===== src/rtl/register_file.sv =====
// Architectural register file with per-register ROB rename tags; x0 is hardwired to zero.
// Optional macro REGFILE_COMMIT_BYPASS_EN forwards the committing value to same-cycle queries.
module register_file #(
    parameter int ROB_SIZE_BIT = 4
) (
    input  logic                    clk_in,
    input  logic                    rst_in,
    input  logic                    rdy_in,
    input  logic                    clear,
    input  logic [4:0]              rf_set_idx,
    input  logic [ROB_SIZE_BIT-1:0] rf_set_dep,
    input  logic [4:0]              rob_set_idx,
    input  logic [31:0]             rob_set_reg_val,
    input  logic [ROB_SIZE_BIT-1:0] rob_set_recorder,
    input  logic [4:0]              query_idx1,
    input  logic [4:0]              query_idx2,
    output logic [31:0]             query_val1,
    output logic [31:0]             query_val2,
    output logic                    query_has_dep1,
    output logic                    query_has_dep2,
    output logic [ROB_SIZE_BIT-1:0] query_dep1,
    output logic [ROB_SIZE_BIT-1:0] query_dep2
);

    logic [31:0]             val  [32];
    logic                    busy [32];
    logic [ROB_SIZE_BIT-1:0] dep  [32];

    // Rename is applied after commit so a same-cycle rename overrides the commit's busy clear.
    always_ff @(posedge clk_in) begin
        if (rst_in) begin
            for (int i = 0; i < 32; i++) begin
                val[i]  <= '0;
                busy[i] <= 1'b0;
                dep[i]  <= '0;
            end
        end else if (rdy_in) begin
            if (rob_set_idx != '0) begin
                val[rob_set_idx] <= rob_set_reg_val;
                if (dep[rob_set_idx] == rob_set_recorder) begin
                    busy[rob_set_idx] <= 1'b0;
                end
            end
            if (clear) begin
                for (int i = 0; i < 32; i++) begin
                    busy[i] <= 1'b0;
                    dep[i]  <= '0;
                end
            end else if (rf_set_idx != '0) begin
                busy[rf_set_idx] <= 1'b1;
                dep[rf_set_idx]  <= rf_set_dep;
            end
        end
    end

    logic bypass1;
    logic bypass2;

    always_comb begin
        bypass1 = 1'b0;
        bypass2 = 1'b0;
`ifdef REGFILE_COMMIT_BYPASS_EN
        bypass1 = (query_idx1 != '0) && (query_idx1 == rob_set_idx) &&
                  busy[query_idx1] && (dep[query_idx1] == rob_set_recorder);
        bypass2 = (query_idx2 != '0) && (query_idx2 == rob_set_idx) &&
                  busy[query_idx2] && (dep[query_idx2] == rob_set_recorder);
`endif
    end

    // Tags are masked by busy so a retired register reports dep 0.
    always_comb begin
        query_val1     = '0;
        query_has_dep1 = 1'b0;
        query_dep1     = '0;
        if (query_idx1 != '0) begin
            if (bypass1) begin
                query_val1 = rob_set_reg_val;
            end else begin
                query_val1     = val[query_idx1];
                query_has_dep1 = busy[query_idx1];
                query_dep1     = busy[query_idx1] ? dep[query_idx1] : '0;
            end
        end
    end

    always_comb begin
        query_val2     = '0;
        query_has_dep2 = 1'b0;
        query_dep2     = '0;
        if (query_idx2 != '0) begin
            if (bypass2) begin
                query_val2 = rob_set_reg_val;
            end else begin
                query_val2     = val[query_idx2];
                query_has_dep2 = busy[query_idx2];
                query_dep2     = busy[query_idx2] ? dep[query_idx2] : '0;
            end
        end
    end

endmodule


===== config.mk =====
export PLATFORM = sky130hd
export DESIGN_NAME = register_file
export DESIGN_NICKNAME = d
export VERILOG_FILES = /design/src/rtl/register_file.sv
export SDC_FILE = /design/constraint.sdc
export NUM_CORES = 2
export LEC_CHECK = 0
export ABC_AREA = 0
export CAP_MARGIN = 25
export CORE_MARGIN = 5
export CORE_UTILIZATION = 63
export CTS_CLUSTER_DIAMETER = 120
export DETAILED_ROUTE_END_ITERATION = 16
export PLACE_DENSITY = 0.81
export SKIP_CTS_REPAIR_TIMING = 1
export SLEW_MARGIN = 20
export SYNTH_ARGS = -nofsm -noshare
export SYNTH_HDL_FRONTEND = slang
export SYNTH_SLANG_ARGS = --single-unit
export TNS_END_PERCENT = 30

===== constraint.sdc =====
create_clock -name clk_in -period 2.9 [get_ports clk_in]
set_clock_uncertainty 0.05 [all_clocks]
set_input_delay 0.29 -clock clk_in [delete_from_list [all_inputs] [get_ports clk_in]]
set_output_delay 0.29 -clock clk_in [all_outputs]
set_load 0.05 [all_outputs]

Word level (Yosys, flattened, before mapping)
Memory sizes are Yosys's and may differ from the RTL's.
Cells that the tools add are included.
Storage, ports and cells
  bits in registers: 0
  RAM bits: 1184
  output and inout port bits: 74
  memories: 3
Memories
  val: depth 32, bits a word 32, rd ports 2, clocked after Yosys merged registers in 0, wr ports 32, RTL line 25  | logic [31:0] val [32];
  dep: depth 32, bits a word 4, rd ports 3, clocked after Yosys merged registers in 0, wr ports 32, RTL line 27  | logic [ROB_SIZE_BIT-1:0] dep [32];
  busy: depth 32, bits a word 1, rd ports 2, clocked after Yosys merged registers in 0, wr ports 32, RTL line 26  | logic busy [32];
Operators by class
  equal/unequal tests: 32
  mux-type cells: 104
  bitwise operators: 157
  reductions and logical operators: 8
Operators with widths (count)
  == test 5 bit (second input constant): 31
  2-to-1 mux 4 bit: 37
  2-to-1 mux 32 bit: 3
  bitwise OR 1 bit: 64
  bitwise AND 1 bit: 62
  2-to-1 mux 1 bit: 60
  OR reduction 32 bit: 1
  inverter 1 bit: 31
  2-to-1 mux 5 bit: 4
  nonzero test 5 bit: 4
  == test 4 bit: 1
  OR reduction 4 bit: 1
  OR reduction 1 bit: 2

Logic depth before layout (Yosys ltp)
An unclocked memory read counts as a cell.
  word-level depth: 40
  mapped depth: 11
  mapped depth without buffers: 7

Worst setup path before layout
OpenSTA, ideal clock, no wires.
  path kind: in2out
  from: in query_idx1[0]
  to: out query_val1[22]
  arrival: 2521 ps
  required time: 2560 ps
  path slack: 39 ps
  cell stages on the path: 8
  buffers on the path: 4
  cell sequence: buf_2 > buf_2 > buf_2 > buf_6 > mux4_2 > mux4_2 > mux2i_1 > nor2_1
Between the ends
  longest elaborated chain between the ends: 2
RTL lines
  start: declaration: RTL line 15  | input logic [4:0] query_idx1,
  memory read (32 x 32 bit) / nonzero test 5 bit (equally long branches)
  2-to-1 mux 32 bit *: RTL line 75  | if (query_idx1 != '0) begin
  end: declaration: RTL line 17  | output logic [31:0] query_val1,
Every way passes the cells marked *; elsewhere a longest branch is shown, timed or not.

==> summary.md <==
| Metric | Value |
|---|---|
| Status | complete, but fails checks |
| Failing checks | negative setup slack |
| CP Data Required Time | ~2.6 ns |
| Final ANT Viol Nets | 0 |
| Via/cell ratio | 7.37 |
| CTS Buf Count | around 120 |
| Final worst path period need | 3.17 ns |
| Worst hold path endpoint | val[31][10] |
| Startpoint Class | flip-flop |
| Max IR drop VDD | approximately 580 µV |
| Max-slew violations | 0 |
| Worst Max-Slew Pin Slew | 1.01 ns |
| Hold path start | rob_set_reg_val[10] |
| Pleak | ~26 nW |
| CP max FO | 5 |
| H-tree depth | 3 |
| Most frequent cells in the layout | edfxtp_1 (1,152), and2_1 (1,077), mux4_2 (754), buf_4 (216), buf_12 (138) |
| Initial antenna violation count | 9 |
| Worst-path clk slew | ~0.07 ns |
| Slowest stage delay, CP | 0.53 ns |
| CP arrival | around 2.8 ns |
| Hold Worst Slack | approximately 0.19 ns |
| Gpl congestion | 0.962 |
| Io pins | approximately 140 |
| Largest net degree at the start of global routing | 44 |
| Share of cells above drive strength 1 | 35.2% |
| MaxCap Viol Count | 0 |
| Final worst slack | -0.266 ns |
| CTS max path bufs | 3 |
| Ys async rst share | 0% |
| Final period util | 109% |
| DPL Wire Length | about 130,000 µm |
| HP Class | primary input to flip-flop |
| Worst path cell trace | mux4_2, mux4_2, mux2_4, o21ai_2, buf_6, nor2_2, buf_6 |
| Vias in the first global route | around 43,000 |
| Final setup viols | 61 |
| Area growth from synthesis to layout | 16.2% |
| Die ar. | around 110,000 µm² |
| Final Hold Violating Endpoints | 0 |
| FP Rows | 117 |
| Final WL | just over 200,000 µm |
| Yosys warning total | 0 |
| Largest area contributor in the netlist | edfxtp_1 |
| Initial drt markers | just under 8,000 |
| Setup TNS | -5.29 ns |
| Slew HR | roughly 32% |
| Pre-Repair DR Iteration Count | 5 |
| Chip Width | 330 µm |
| Die Y | between 300 and 400 µm |
| Initial Utilization | 63.3% |
| # DRC | 0 |
| Area contributors post-synth | edfxtp_1 (54%), mux4_2 (26%), and2_1 (10%) |
| Overall routing resource usage | between 30% and 40% |
| CTS Root Cell | clkbuf_16 |
| Skew-Pair Late Insertion Delay | between 0.7 and 0.8 ns |
| Sequential area share after synthesis | a little over half |
| Post-placement cell area | roughly 70,000 µm² |
| Routed via count | between 40,000 and 50,000 |
| Reg2Reg Launch Point | dep[25][2] |
| PortBufs | approximately 140 |
| P per Cell Area | around 570 nW/µm² |
| RSZ-0062 raised after global routing | yes |
| FF+latch count, synth | around 1,200 |
| # nets final | between 4,000 and 5,000 |
| Worst path slowest cell | mux4_2 |
| FMAX | roughly 320 MHz |
| Yosys cell types | between 60 and 70 |
| Crit Path Class | flip-flop to output pin |
| Post-synth EDFFs | 1,152 |
| Reg2Reg Depth | 7 |
| Total gr overflow | 0 |
| Filler cell count | approximately 5,900 |
| Final instance area | 74,800 µm² |
| CORE AREA | ~100,000 µm² |
| Avg WL per Cell | between 30 and 40 µm |
| Critical Path End Type | output pin |
| Most common cell after layout, fill and taps aside | edfxtp_1 |
| R2R setup slack | between 0.3 and 0.4 ns |
| CTS tree | built |
| Most used flip-flop cell after synthesis | edfxtp_1 |
| Hold depth | 2 |
| CTS sink cnt | 1,184 |
| First-pass GRT wire length | just under 300,000 µm |
| Worst R2R End | busy[29] |
| Synth top area share | 53.8% |
| Synthesized area per cell | 16.0 µm² |
| Mapped Cells | 4,009 |
| Mapped Area | 64,300 µm² |
| Overall power | between 40 and 50 mW |
[report_power, final]
group,internal (mW),total (mW),switching [mW]
clock network,8.89,15.6,6.72
registers,19.7,20.3,0.577
logic,3.04,6.57,3.53
[state kept, by name (all words and copies together), names as in the netlist]
signal and flops:
val 1024, dep 128, busy 32
[critical path, delay by kind of cell (launching register included)]
kind                   cells  cell delay, ns
buffers and inverters      2            0.34
AOI/OAI and AO/OA          1            0.06
DFF                        1            0.34
muxes                      3            1.29
and+or+nand+nor            1            0.07
[metal layers]
metal | wire (µm) | global-route usage, % | vias to the layer above
met5 | 16 | 0 | -
met4 | 12300 | 19.4 | 2
met3 | 30600 | 11.0 | 726
met2 | 96400 | 58.9 | 3937
met1 | 66600 | 51.0 | 21300
li1 | - | - | 16100
[worst max path at each step]
| stage | startpoint | to | slack (ns) | depth (start not counted) |
|---|---|---|---|---|
| floorplan | query_idx1[0] | query_val1[22] | 0.04 | 8 |
| global placement | rob_set_idx[3] | busy[15] | -0.16 | 11 |
| detailed placement | rob_set_idx[3] | val[22][14] | -0.17 | 9 |
| CTS | busy[30] | query_has_dep1 | -0.38 | 7 |
| global route | busy[31] | query_dep1[3] | -0.28 | 7 |
| finish | busy[30] | query_dep1[3] | -0.27 | 7 |
[per-stage QoR]
stage | instances | util (%) | setup slack (ns)
global route | 5696 | 73.6 | -0.281
detailed placement | 5475 | 69.1 | -0.170
global placement | 5475 | 69.1 | -0.165
floorplan | 4044 | - | 0.0388
CTS | 5690 | 73.0 | -0.378
finish | 5706 | 73.6 | -0.266
[logic make-up after synthesis]
group	share of synthesized area [%]
AND/OR/NAND/NOR	13.2
flip-flops	54.8
multiplexers	28.2
buffers and inverters	2.72
AO/OA/AOI/OAI	1.09
other	0.00583
[cell type report]
type	count	area, µm²	share of cell area [%]
clock buffer	148	3210	4.30
multi-input combinational	2433	27900	37.4
clock inverter	67	682	0.912
timing repair buffer	493	5940	7.94
antenna	10	25.0	0.0335
sequential	1184	35200	47.1
tap	1368	1710	2.29
inverter	3	16.3	0.0218
[cell usage after synthesis, drive strengths merged (11+ instances only)]
cell / n
mux2i: 92
mux2: 12
clkbuf: 324
and2: 1077
a31oi: 11
dfxtp: 32
or2: 32
nor2: 151
a21oi: 39
nor2b: 11
nor3: 16
buf: 100
and3: 49
edfxtp: 1152
a22oi: 12
nand2: 60
o21ai: 25
mux4: 758
Note: power is estimated with default switching activity, not from simulation.
